### src/rtl/alu_seq.sv
// alu_seq: handshaked ALU with a persistent carry flag for multi-word
// ADD/SUB chains and an iterative radix-2 shift-add multiplier.
module alu_seq #(
  parameter int WIDTH = 32,
  parameter int SHW   = $clog2(WIDTH)
) (
  input  logic             clk,
  input  logic             rst,
  input  logic             in_valid,
  output logic             in_ready,
  input  logic [WIDTH-1:0] a,
  input  logic [WIDTH-1:0] b,
  input  logic [5:0]       op_code,
  output logic             out_valid,
  input  logic             out_ready,
  output logic [WIDTH-1:0] result,
  output logic             flag_z,
  output logic             flag_n,
  output logic             flag_c,
  output logic             err
);

  localparam logic [5:0] OP_ADD = 6'b010000;
  localparam logic [5:0] OP_SUB = 6'b010001;
  localparam logic [5:0] OP_MUL = 6'b010010;
  localparam logic [5:0] OP_CLC = 6'b010011;
  localparam logic [5:0] OP_EQ  = 6'b100000;
  localparam logic [5:0] OP_NE  = 6'b100001;
  localparam logic [5:0] OP_LE  = 6'b100010;
  localparam logic [5:0] OP_GT  = 6'b100011;
  localparam logic [5:0] OP_LLS = 6'b110000;
  localparam logic [5:0] OP_LRS = 6'b110001;
  localparam logic [5:0] OP_ARS = 6'b110010;

  localparam logic [SHW-1:0] CNT_LAST = SHW'(WIDTH - 1);

  typedef enum logic {S_IDLE, S_MUL} state_t;

  state_t             state, state_next;
  logic               cf;
  logic               accept, mul_done;
  logic [2*WIDTH-1:0] acc, mcand, acc_sum;
  logic [WIDTH-1:0]   mplier;
  logic [SHW-1:0]     cnt;

  // Single-cycle datapath signals
  logic [WIDTH:0]     add_full, sub_full;
  logic               shift_big;
  logic [SHW-1:0]     sh;
  logic [WIDTH-1:0]   op_res;
  logic               op_c, op_err, cf_load, cf_new;

  // New work is taken only in IDLE and only if the output slot is free or draining
  assign in_ready = (state == S_IDLE) && (!out_valid || out_ready);
  assign accept   = in_valid && in_ready;
  assign mul_done = (state == S_MUL) && (cnt == CNT_LAST);

  // Carry/borrow live in the extra top bit of a WIDTH+1 wide add/subtract
  assign add_full  = {1'b0, a} + {1'b0, b} + {{WIDTH{1'b0}}, cf};
  assign sub_full  = {1'b0, a} - {1'b0, b} - {{WIDTH{1'b0}}, cf};
  assign shift_big = |b[WIDTH-1:SHW];
  assign sh        = b[SHW-1:0];

  // One multiplier bit per cycle: add the shifted multiplicand when the LSB is set
  assign acc_sum = acc + (mplier[0] ? mcand : '0);

  // Single-cycle result, flags and carry update selected by opcode
  always_comb begin
    op_res  = '0;
    op_c    = 1'b0;
    op_err  = 1'b0;
    cf_load = 1'b0;
    cf_new  = 1'b0;
    case (op_code)
      OP_ADD: begin
        op_res  = add_full[WIDTH-1:0];
        op_c    = add_full[WIDTH];
        cf_load = 1'b1;
        cf_new  = add_full[WIDTH];
      end
      OP_SUB: begin
        op_res  = sub_full[WIDTH-1:0];
        op_c    = sub_full[WIDTH];
        cf_load = 1'b1;
        cf_new  = sub_full[WIDTH];
      end
      OP_MUL: op_res = '0;
      OP_CLC: cf_load = 1'b1;
      OP_EQ:  op_res = {{(WIDTH-1){1'b0}}, (a == b)};
      OP_NE:  op_res = {{(WIDTH-1){1'b0}}, (a != b)};
      OP_LE:  op_res = {{(WIDTH-1){1'b0}}, (a <= b)};
      OP_GT:  op_res = {{(WIDTH-1){1'b0}}, (a > b)};
      OP_LLS: op_res = shift_big ? '0 : (a << sh);
      OP_LRS: op_res = shift_big ? '0 : (a >> sh);
      OP_ARS: op_res = shift_big ? {WIDTH{a[WIDTH-1]}} : WIDTH'($signed(a) >>> sh);
      default: op_err = 1'b1;
    endcase
  end

  // Next-state logic: MUL is the only op that leaves IDLE
  always_comb begin
    state_next = state;
    case (state)
      S_IDLE:  if (accept && (op_code == OP_MUL)) state_next = S_MUL;
      S_MUL:   if (cnt == CNT_LAST) state_next = S_IDLE;
      default: state_next = S_IDLE;
    endcase
  end

  // State register
  always_ff @(posedge clk) begin
    if (rst) state <= S_IDLE;
    else     state <= state_next;
  end

  // Multiplier operand capture and iteration
  always_ff @(posedge clk) begin
    if (rst) begin
      acc    <= '0;
      mcand  <= '0;
      mplier <= '0;
      cnt    <= '0;
    end else if (accept && (op_code == OP_MUL)) begin
      acc    <= '0;
      mcand  <= {{WIDTH{1'b0}}, a};
      mplier <= b;
      cnt    <= '0;
    end else if (state == S_MUL) begin
      acc    <= acc_sum;
      mcand  <= mcand << 1;
      mplier <= mplier >> 1;
      cnt    <= cnt + 1'b1;
    end
  end

  // Output register and carry flag; a new load overrides a same-cycle drain
  always_ff @(posedge clk) begin
    if (rst) begin
      out_valid <= 1'b0;
      result    <= '0;
      flag_z    <= 1'b0;
      flag_n    <= 1'b0;
      flag_c    <= 1'b0;
      err       <= 1'b0;
      cf        <= 1'b0;
    end else if (accept && (op_code != OP_MUL)) begin
      out_valid <= 1'b1;
      result    <= op_res;
      flag_z    <= (op_res == '0);
      flag_n    <= op_res[WIDTH-1];
      flag_c    <= op_c;
      err       <= op_err;
      if (cf_load) cf <= cf_new;
    end else if (mul_done) begin
      out_valid <= 1'b1;
      result    <= acc_sum[WIDTH-1:0];
      flag_z    <= (acc_sum[WIDTH-1:0] == '0);
      flag_n    <= acc_sum[WIDTH-1];
      flag_c    <= |acc_sum[2*WIDTH-1:WIDTH];
      err       <= 1'b0;
    end else if (out_valid && out_ready) begin
      out_valid <= 1'b0;
    end
  end

endmodule
### config.mk
export PLATFORM = sky130hd
export DESIGN_NAME = alu_seq
export DESIGN_NICKNAME = d
export VERILOG_FILES = /design/src/rtl/alu_seq.sv
export SDC_FILE = /design/constraint.sdc
export NUM_CORES = 1
export LEC_CHECK = 0
export CAP_MARGIN = 0
export CORE_UTILIZATION = 65
export DETAILED_ROUTE_END_ITERATION = 8
export PLACE_DENSITY = 0.81
export SLEW_MARGIN = 20
export SYNTH_ARGS = -nofsm -noshare
export SYNTH_HDL_FRONTEND = slang
export SYNTH_SLANG_ARGS = --single-unit
### constraint.sdc
create_clock -name clk -period 8.3 [get_ports clk]
set_clock_uncertainty 0.2 [all_clocks]
set_input_delay 1.66 -clock clk [delete_from_list [all_inputs] [get_ports clk]]
set_output_delay 1.66 -clock clk [all_outputs]
set_load 0.1 [all_outputs]
==> qor.yml <==
run_status:
  status: "finished with violations"
  failed_checks: "design-rule violations"
clocking:
  clock-root-buffer: "clkbuf_16"
  cts_hold_buf: 0
  htreeDepth: 1
  cts_max_path_buffers: 3
  clock_latency_ns: 0.56
  cts_resized: 0
  cts_sinks: 203
  path_clk_slew_ns: 0.06
  postCtsSetupBuffers: 0
  tritoncts: "done"
  cts_buffers: 24
synth:
  yosysWarnings: 0
  synthAdderAreaFrac_pct: 11.4
  ys_seq_elements: 203
  yosysTopAreaCellShare_pct: 18.6
  yosys-top-cells-area: "dfxtp_1 (19%), ha_1 (11%), mux2i_1 (6.7%)"
  synth-simple-area-share_pct: 22.1
  synth_cell_types: 97
  synth_mux_area_share_pct: 13.4
  syn_inst: 2873
  synth.cell_area_um2: 21800
  syn_area_per_cell_um2: 7.60
  async_flop_share_pct: 0
  synth-main-ff-cell: "dfxtp_1"
  synth_xor_xnor_area_share_pct: 4.04
  synth_top_family_by_area: "compound AO/OA/AOI/OAI gates"
  synth-seq-area-share_pct: 18.6
  syn_nets: 3143
  yosysTopAreaCell: "dfxtp_1"
  synth_compound_area_share_pct: 24.1
  synth-edff-count: 0
critical_path:
  crit_fanout: 12
  r2r_start: "mplier[0]$_SDFFE_PP0P_"
  r2r_end: "flag_c$_SDFFE_PP0P_"
  crit_chain: "clkdlybuf4s50_1 > inv_1 > ha_1 > inv_1 > ha_1 > a21bo_2 > a211oi_1 > o21ai_1 > a21oi_1 > a311o_1 > xnor2_1 > o221ai_1 > a2111oi_0 > nand4b_1 > nor4_1 > and3_1 > a211o_1"
  worstPathRequired_ns: 8.60
  cp_slowest_stage_delay_ns: 0.77
  critical_path.slowest_cell: "clkdlybuf4s50_1"
  critical-path-top-delay-family: "compound AO/OA/AOI/OAI gates"
  startpoint: "a[3]"
  crit_buf_inv: 3
  r2r_setup_slack_ns: 2.19
  cp-end-kind: "flop"
  r2r_cells: 17
  criticalPathCategory: "input pin to flop"
  cp-start-kind: "input pin"
  arrival_ns: 6.58
timing:
  timing.final.crit_share_pct: 75.6
  fmax_mhz: 159
  relSlewSlack_pct: 19.7
  worst_pin_slew_ns: 1.19
  rsz0062_at_grt: "no"
  drv_slew: 0
  fin_setup_tns_ns: 0
  hold_viol_final: 0
  setup_violations: 0
  fin_crit_ns: 6.28
grt:
  gr-total-overflow: 0
  groute.usage.overall_pct: 49.2
  grt_pass1_wl_um: 130000
  antenna_found_initial: 4
  grt_pass1_vias: 22500
  grt_max_degree: 71
final_layout:
  finalInstanceArea_um2: 23800
  syn_to_final_growth_pct: 9.18
  final_common_cell: "nor2_1"
  drive_gt1_share_pct: 6.67
  finalNonFillerCells: 3338
  fin_nets: 3145
  final_cell_mix: "nor2_1 (387), a21oi_1 (254), nand2_1 (226)"
routing:
  drt-pass1-iter-count: 9
  drt-vias-per-instance: 7.22
  drt-initial-drc-count: 3729
  antenna_left: 0
  drc_errors: 10
  wl_per_cell_um: 25.8
  wl_um: 86300
  vias: 24100
place:
  dp_hpwl_um: 64400
  gp_congestion: 1.09
  port_buffers: 111
  dpl-instance-area_um2: 23000
  placedCellCount: 3291
floorplan:
  core_um2: 32800
  rows: 66
  start_util_pct: 66.6
  die_h_um: 185
  pin_count: 112
  die_width_um: 185
  dieArea_um2: 34300
min_path:
  holdPathEnd: "mplier[12]$_SDFFE_PP0P_"
  holdCritPathClass: "flop to flop"
  whs_path_depth: 2
  min-delay-start: "mplier[12]$_SDFFE_PP0P_"
pwr:
  ir_drop_mv: 0.178
  leakage_nw: 9.45
  fin_total_pwr_mw: 3.00
  powerDensity_nw_per_um2: 126
job:
  cap_violations: 0
[cell families (layout without fill, tap and decap cells)]
logic type / count (synthesis) / count (layout)
buffers and inverters: 329 / 349
flip-flops: 203 / 203
adder cells (fa/ha/maj): 196 / 196
multiplexers: 219 / 219
AND/OR/NAND/NOR: 1028 / 1028
XOR/XNOR: 99 / 99
AO/OA/AOI/OAI: 799 / 799
other: 0 / 3
[through the flow]
| stage | worst slack (ns) | hold WS, ns | utilization (%) |
|---|---|---|---|
| after global placement | 1.69 | 0.244 | 70.2 |
| after detailed placement | 1.72 | 0.249 | 70.2 |
| after global routing | 1.71 | 0.282 | 72.7 |
| after floorplan | 2.74 | 0.236 | - |
| final | 2.02 | 0.255 | 72.7 |
| after CTS | 2.24 | 0.256 | 72.7 |
[state kept, by name, summed over array words and instances, names as in the netlist]
register	flops
flag_c	1
flag_z	1
acc	64
result	32
cf	1
mplier	32
mcand	64
out_valid	1
state	1
err	1
cnt	5
[cells in the mapped netlist (14+ instances only)]
master	instances
a21o_1	46
o21bai_1	32
xnor2_1	64
nor3_1	63
nand2_1	226
and3_1	17
a211oi_1	63
nor2_1	389
dfxtp_1	203
o22ai_1	20
o21ai_0	100
a22oi_1	61
xor2_1	34
nand3_1	55
a31oi_1	19
and2_1	80
nand2b_1	26
nand4_1	44
a2111oi_0	14
o21ai_1	17
mux4_2	57
o211ai_1	24
nor4_1	35
a221oi_1	21
ha_1	191
or3_1	20
clkbuf_1	132
mux2i_1	146
nor2b_1	22
inv_1	151
a21oi_1	255
[worst max-delay path by stage]
stage	cells past startpoint	to	slack, ns
6_report	17	flag_z$_SDFFE_PP0P_	2.02
5_1_grt	16	flag_z$_SDFFE_PP0P_	1.71
4_1_cts	17	flag_c$_SDFFE_PP0P_	2.24
3_5_place_dp	17	flag_z$_SDFFE_PP0P_	1.72
3_3_place_gp	17	flag_z$_SDFFE_PP0P_	1.69
2_1_floorplan	18	flag_z$_SDFFE_PP0P_	2.74
[area by class of cell]
cell class	instances	area (µm²)
Clock inverter	11	155
Multi-Input combinational cell	2341	16400
Clock buffer	33	664
Antenna cell	3	7.51
Tap cell	442	553
Sequential cell	203	4070
Fill cell	2571	8940
Timing Repair Buffer	150	1390
Inverter	155	582
[power by group]
part / switching [mW] / leakage, nW / internal, mW
sequential: 0.00605 / 1.64 / 0.980
clock: 0.466 / 0.404 / 0.658
combinational: 0.576 / 7.41 / 0.311
[metal layers]
layer	wire, µm	track usage, %	vias up
met5	35	0	-
met4	6250	29.5	6
met3	12400	14.6	464
met2	36000	73.7	1926
met1	31600	62.2	11200
li1	-	-	10500
[worst register-to-register path: cells and delay by family, from the launching register on]
| family | cells | cell delay, ns |
|---|---|---|
| flip-flops | 1 | 0.37 |
| buffers and inverters | 2 | 0.43 |
| adder cells (fa/ha/maj) | 2 | 0.60 |
| XOR/XNOR | 1 | 0.22 |
| AO/OA/AOI/OAI | 5 | 1.53 |
| AND/OR/NAND/NOR | 7 | 2.58 |
Note: power is estimated with default switching activity, not from simulation.
